### src/rtl/bram_log_ctrl_pkg.sv
// Shared definitions for the log BRAM capture controller: FSM encodings and default widths.
package bram_log_ctrl_pkg;

  localparam int unsigned DEF_ADDR_W  = 10;
  localparam int unsigned DEF_DECIM_W = 8;

  typedef enum logic [1:0] {
    ST_IDLE    = 2'd0,
    ST_ARMED   = 2'd1,
    ST_CAPTURE = 2'd2,
    ST_DONE    = 2'd3
  } state_e;

endpackage

### src/rtl/bram_log_ctrl_log_addr_ctr.sv
// Capture address counter plus decimation counter; flags the qualified sample and the last write.
module log_addr_ctr #(
  parameter int unsigned ADDR_W  = 10,
  parameter int unsigned DECIM_W = 8
) (
  input  logic               clk,
  input  logic               rst,
  input  logic               clear,
  input  logic               valid_in,
  input  logic [DECIM_W-1:0] decim,
  input  logic [ADDR_W-1:0]  depth,
  output logic [ADDR_W-1:0]  addr,
  output logic               write_out,
  output logic               last_out
);

  logic [ADDR_W-1:0]  addr_d, addr_q;
  logic [DECIM_W-1:0] dcnt_d, dcnt_q;

  always_comb begin
    addr_d    = addr_q;
    dcnt_d    = dcnt_q;
    write_out = valid_in && (dcnt_q == '0);
    last_out  = write_out && (addr_q == depth);
    if (clear) begin
      addr_d = '0;
      dcnt_d = '0;
    end else if (valid_in) begin
      dcnt_d = (dcnt_q == decim) ? '0 : dcnt_q + DECIM_W'(1);
      // Saturate at depth so the final address stays visible after DONE.
      if (write_out && (addr_q != depth)) begin
        addr_d = addr_q + ADDR_W'(1);
      end
    end
  end

  always_ff @(posedge clk or negedge rst) begin
    if (!rst) begin
      addr_q <= '0;
      dcnt_q <= '0;
    end else begin
      addr_q <= addr_d;
      dcnt_q <= dcnt_d;
    end
  end

  assign addr = addr_q;

endmodule

### src/rtl/bram_log_ctrl.sv
// Capture sequencer and owner of the single-port log BRAM; arbitrates capture writes
// against host readback, which is only served while idle or done.
module bram_log_ctrl
  import bram_log_ctrl_pkg::*;
#(
  parameter int unsigned ADDR_W  = DEF_ADDR_W,
  parameter int unsigned DECIM_W = DEF_DECIM_W
) (
  input  logic               clk,
  input  logic               rst,
  input  logic               arm,
  input  logic               abort,
  input  logic               trig_en,
  input  logic               trig,
  input  logic               sample_valid,
  input  logic [DECIM_W-1:0] decim,
  input  logic [ADDR_W-1:0]  depth,
  input  logic               rd_req,
  input  logic [ADDR_W-1:0]  rd_addr,
  output logic               rd_ack,
  output logic               rd_valid,
  output logic               bram_en,
  output logic               bram_we,
  output logic [ADDR_W-1:0]  bram_addr,
  output logic               busy,
  output logic               done,
  output logic [1:0]         state
);

  state_e             state_d, state_q;
  logic               done_d, done_q;
  logic [DECIM_W-1:0] decim_d, decim_q;
  logic [ADDR_W-1:0]  depth_d, depth_q;
  logic               rd_valid_d, rd_valid_q;

  logic               in_capture, port_free, grant;
  logic               ctr_clear, ctr_valid, ctr_write, ctr_last;
  logic [ADDR_W-1:0]  ctr_addr;

  assign in_capture = (state_q == ST_CAPTURE);
  assign port_free  = (state_q == ST_IDLE) || (state_q == ST_DONE);
  // Host reads yield to any command in the same cycle.
  assign grant      = port_free && rd_req && !arm && !abort;
  assign ctr_clear  = abort || (arm && port_free);
  assign ctr_valid  = in_capture && sample_valid;

  log_addr_ctr #(
    .ADDR_W  (ADDR_W),
    .DECIM_W (DECIM_W)
  ) u_addr_ctr (
    .clk       (clk),
    .rst       (rst),
    .clear     (ctr_clear),
    .valid_in  (ctr_valid),
    .decim     (decim_q),
    .depth     (depth_q),
    .addr      (ctr_addr),
    .write_out (ctr_write),
    .last_out  (ctr_last)
  );

  // Port mux: capture owns the address whenever capturing; otherwise a granted read.
  always_comb begin
    rd_ack    = grant;
    bram_we   = ctr_write;
    bram_en   = ctr_write || grant;
    bram_addr = '0;
    if (in_capture) begin
      bram_addr = ctr_addr;
    end else if (grant) begin
      bram_addr = rd_addr;
    end
  end

  always_comb begin
    state_d    = state_q;
    done_d     = done_q;
    decim_d    = decim_q;
    depth_d    = depth_q;
    rd_valid_d = grant;
    if (abort) begin
      state_d = ST_IDLE;
      done_d  = 1'b0;
    end else begin
      case (state_q)
        ST_IDLE, ST_DONE: begin
          if (arm) begin
            decim_d = decim;
            depth_d = depth;
            done_d  = 1'b0;
            state_d = trig_en ? ST_ARMED : ST_CAPTURE;
          end
        end
        ST_ARMED: begin
          if (trig) begin
            state_d = ST_CAPTURE;
          end
        end
        ST_CAPTURE: begin
          if (ctr_last) begin
            state_d = ST_DONE;
            done_d  = 1'b1;
          end
        end
        default: state_d = ST_IDLE;
      endcase
    end
  end

  always_ff @(posedge clk or negedge rst) begin
    if (!rst) begin
      state_q    <= ST_IDLE;
      done_q     <= 1'b0;
      decim_q    <= '0;
      depth_q    <= '0;
      rd_valid_q <= 1'b0;
    end else begin
      state_q    <= state_d;
      done_q     <= done_d;
      decim_q    <= decim_d;
      depth_q    <= depth_d;
      rd_valid_q <= rd_valid_d;
    end
  end

  assign state    = state_q;
  assign done     = done_q;
  assign busy     = (state_q == ST_ARMED) || (state_q == ST_CAPTURE);
  assign rd_valid = rd_valid_q;

endmodule

### config.mk
export PLATFORM = sky130hd
export DESIGN_NAME = bram_log_ctrl
export DESIGN_NICKNAME = d
export VERILOG_FILES = /design/src/rtl/bram_log_ctrl_pkg.sv /design/src/rtl/bram_log_ctrl_log_addr_ctr.sv /design/src/rtl/bram_log_ctrl.sv
export SDC_FILE = /design/constraint.sdc
export NUM_CORES = 1
export LEC_CHECK = 0
export CORE_ASPECT_RATIO = 1.75
export CORE_MARGIN = 4
export CORE_UTILIZATION = 50
export DETAILED_ROUTE_END_ITERATION = 12
export PLACE_DENSITY = 0.8
export SETUP_SLACK_MARGIN = 0.4
export SLEW_MARGIN = 40
export SYNTH_ARGS = -nofsm -noshare
export SYNTH_HDL_FRONTEND = slang
export SYNTH_SLANG_ARGS = --single-unit
### constraint.sdc
create_clock -name clk -period 3 [get_ports clk]
set_clock_uncertainty 0.1 [all_clocks]
set_input_delay 0.9 -clock clk [delete_from_list [all_inputs] [get_ports clk]]
set_output_delay 0.9 -clock clk [all_outputs]
set_load 0.02 [all_outputs]
==> results_dict.tcl <==
set metrics [dict create \
    async_flop_share_pct 100 \
    hp-class "reg -> reg" \
    syn_to_final_growth_pct 49.4 \
    p_int_mw 1.60 \
    netlist_instances 238 \
    cts_made_buffers 5 \
    diodes 0 \
    violations "negative setup slack" \
    switching_share_pct 37.1 \
    synthesis.area_mm2 0.00235 \
    antenna_left 0 \
    antenna_found_initial 0 \
    power.leakage_nw 1.62 \
    synth_nets 279 \
    critPathMaxFanout 5 \
    hold_start "decim_q[5]" \
    design.core.area_mm2 0.00448 \
    path_cells "ha_4, inv_4, nor4b_4, buf_4, buf_12, buf_12, nand2_4, o21ai_4, buf_6" \
    cts_max_level 2 \
    clockRootBuffer "clkbuf_8" \
    ys_seq_area_share_pct 42.5 \
    fp.dieH_um 98.8 \
    syn_avg_cell_area_um2 9.89 \
    hold_path_depth 1 \
    pre_cts_ws_ns -0.779 \
    fin_nets 354 \
    reg2reg_depth 10 \
    reg2reg_to "state[0]" \
    dieArea_mm2 0.00591 \
    crit_slowest_cell "dfrtp_1" \
    synthFlopType "dfrtp_1" \
    startpoint "state[1]" \
    fmax_mhz 329 \
    end_kind "primary output" \
    setup_slack_ns -0.0392 \
    synth_edf_count 0 \
    worst_pin_slew_ns 0.630 \
    dp_cells 349 \
    hold_viol 0 \
    rows 32 \
    cts_hold_buffers 0 \
    max_cap_violations 0 \
    port_buffers 53 \
    setup_viol 9 \
    pwr-share-clk_pct 18.1 \
    grt_pass1_wl_um 10100 \
    globalplace.congestion 0.930 \
    peakVddDrop_mv 0.630 \
    dpl-instance-area_mm2 0.00320 \
    clock_sinks 40 \
    holdWs_ns 0.432 \
    drv_slew 0 \
    relSlewSlack_pct 58.0 \
    crit_required_ns 2.00 \
    clk_latency_ns 0.29 \
    drtPass1Iterations 4 \
    drt_wl_total_um 6130 \
    grt_pass1_vias 2189 \
    num_vias 2057 \
    ios 54 \
    slowest_delay_ns 0.41 \
    drt_iter0_markers 69 \
    ys_ff_latch 40 \
    r2r_start "u_addr_ctr.dcnt_q[0]" \
    fin_crit_ns 3.04 \
    clockBufferDepth 2 \
    cts_tree "yes" \
    wire_per_inst_um 16.8 \
    powerDensity_mw_per_mm2 723 \
    grt_setup_unrepaired "true" \
    rrSetupSlack_ns 0.68 \
    critPathLaunchType "flop" \
    start_util_pct 52.5 \
    synth_cell_types 42 \
    crit_top_cell "buf_12" \
    critical_path_class "reg -> out" \
    grt_max_degree 28 \
    vias_per_cell 5.64 \
    crit_path_end "bram_addr[1]" \
    dp_hpwl_um 4460 \
    drive_above_1_share_pct 35.4 \
    fin_setup_tns_ns -0.153 \
    status "finished, violations left" \
    p_comb_share_pct 50.5 \
    timing.final.crit_share_pct 101 \
    track_usage_pct 22.4 \
    drc_errors 0 \
    power.switching_uw 942 \
    critical_path_arrival_ns 2.04 \
    path_clk_slew_ns 0.08 \
    stdcell_count 365 \
    fin_area_mm2 0.00352 \
    die_w_um 59.9 \
    yosys_warnings 0 \
    overflow 0 \
    p_seq_share_pct 31.4 \
]
-- worst min-delay path by stage --
stage,slack [ns],to
final,0.43,decim_q[5]
after global routing,0.46,depth_q[1]
after CTS,0.44,depth_q[8]
after detailed placement,0.42,decim_q[5]
after global placement,0.41,depth_q[4]
after floorplan,0.40,depth_q[7]
-- area by class of cell --
cell class,count,area (um^2)
Sequential cell,40,1000
Clock inverter,3,46.3
Multi-Input combinational cell,175,1470
Tap cell,51,63.8
Timing Repair Buffer,83,830
Fill cell,304,967
Inverter,8,32.5
Clock buffer,5,68.8
-- state kept, by name, indices dropped and copies added (netlist names) --
signal,cells
depth_q,10
u_addr_ctr.addr,10
decim_q,8
u_addr_ctr.dcnt_q,8
state,2
done,1
rd_valid,1
-- critical path, delay by kind of cell (launching register included) --
kind                     cells  cell delay [ns]
AO/OA/AOI/OAI                1             0.13
adder cells (fa/ha/maj)      1             0.30
buffers and inverters        5             0.58
flip-flops                   1             0.41
AND/OR/NAND/NOR              2             0.32
-- synthesized netlist by cell type (2+ instances only) --
library cell / count / area share [%]
a21o_1: 4 / 1.3
a21oi_1: 8 / 1.7
a22o_1: 3 / 1.1
a31o_2: 3 / 1.1
and3_1: 3 / 0.80
buf_2: 6 / 1.3
buf_6: 3 / 1.4
clkbuf_1: 6 / 0.96
dfrtp_1: 40 / 43
ha_1: 5 / 2.7
inv_1: 8 / 1.3
mux2_1: 2 / 0.96
mux2_2: 19 / 9.1
mux2i_1: 5 / 2.1
nand2_1: 31 / 4.9
nand2b_1: 2 / 0.53
nand3_1: 7 / 1.5
nand4_1: 8 / 2.1
nor2_1: 15 / 2.4
nor2b_1: 2 / 0.53
nor3_1: 3 / 0.64
nor4_4: 2 / 1.8
nor4b_1: 2 / 0.74
o21ai_0: 16 / 3.4
xnor2_1: 10 / 3.7
xor2_1: 9 / 3.3
-- cell usage in the layout, fill, tap and decap left out, types with 3 or more instances in the layout --
cell type	n
inv_2	4
mux2i_1	5
clkbuf_8	5
nor3_1	3
buf_12	4
o21ai_4	10
buf_6	15
nand2_1	21
clkdlybuf4s50_1	34
inv_1	3
buf_4	24
a21oi_1	8
xnor2_1	10
mux2_2	19
nand3_1	7
xor2_1	9
a22o_1	3
dfrtp_1	39
ha_1	3
nand2_4	10
a21o_1	4
o21ai_0	6
nor2_1	15
and3_1	3
a31o_2	3
buf_2	3
nand4_1	8
-- cell families (layout without fill, tap and decap cells) --
kind of cell	count (synthesis)	in the layout	synth area share (%)
buf+inv	23	99	4.94
simple gates	81	81	18.3
xor+xnor	20	20	7.76
fa+ha+maj	5	5	2.66
mux	26	26	12.2
compound gates	43	43	11.7
flops	40	40	42.5
-- metrics by stage --
| stage | power (mW) | util (%) |
|---|---|---|
| 2_1_floorplan | 1.54 | - |
| 3_3_place_gp | 1.92 | 71.5 |
| 3_5_place_dp | 1.96 | 71.5 |
| 4_1_cts | 2.51 | 77.7 |
| 5_1_grt | 2.70 | 78.4 |
| 6_report | 2.54 | 78.4 |
-- metal layers --
layer	wire length [um]	up-vias	global-route usage, %
met3	237	14	3.54
met1	2090	985	23.8
met2	3610	73	41.3
met5	0	-	0
li1	-	985	-
met4	185	0	9.73
-- power groups by stage --
stage          Sequential, mW  Clock, mW  Combinational, mW
3_5_place_dp            0.810          0               1.15
6_report                0.798      0.459               1.28
3_3_place_gp            0.804          0               1.12
2_1_floorplan           0.803          0              0.736
4_1_cts                 0.798      0.465               1.25
5_1_grt                 0.821      0.490               1.39
-- repair_timing --
item                       in CTS  in global routing
buffers inserted                7                  0
pin swaps                      13                  1
gates resized for setup       106                  7
setup endpoints to repair      14                 13
cloned                          1                  0
Note: power is estimated with default switching activity, not from simulation.
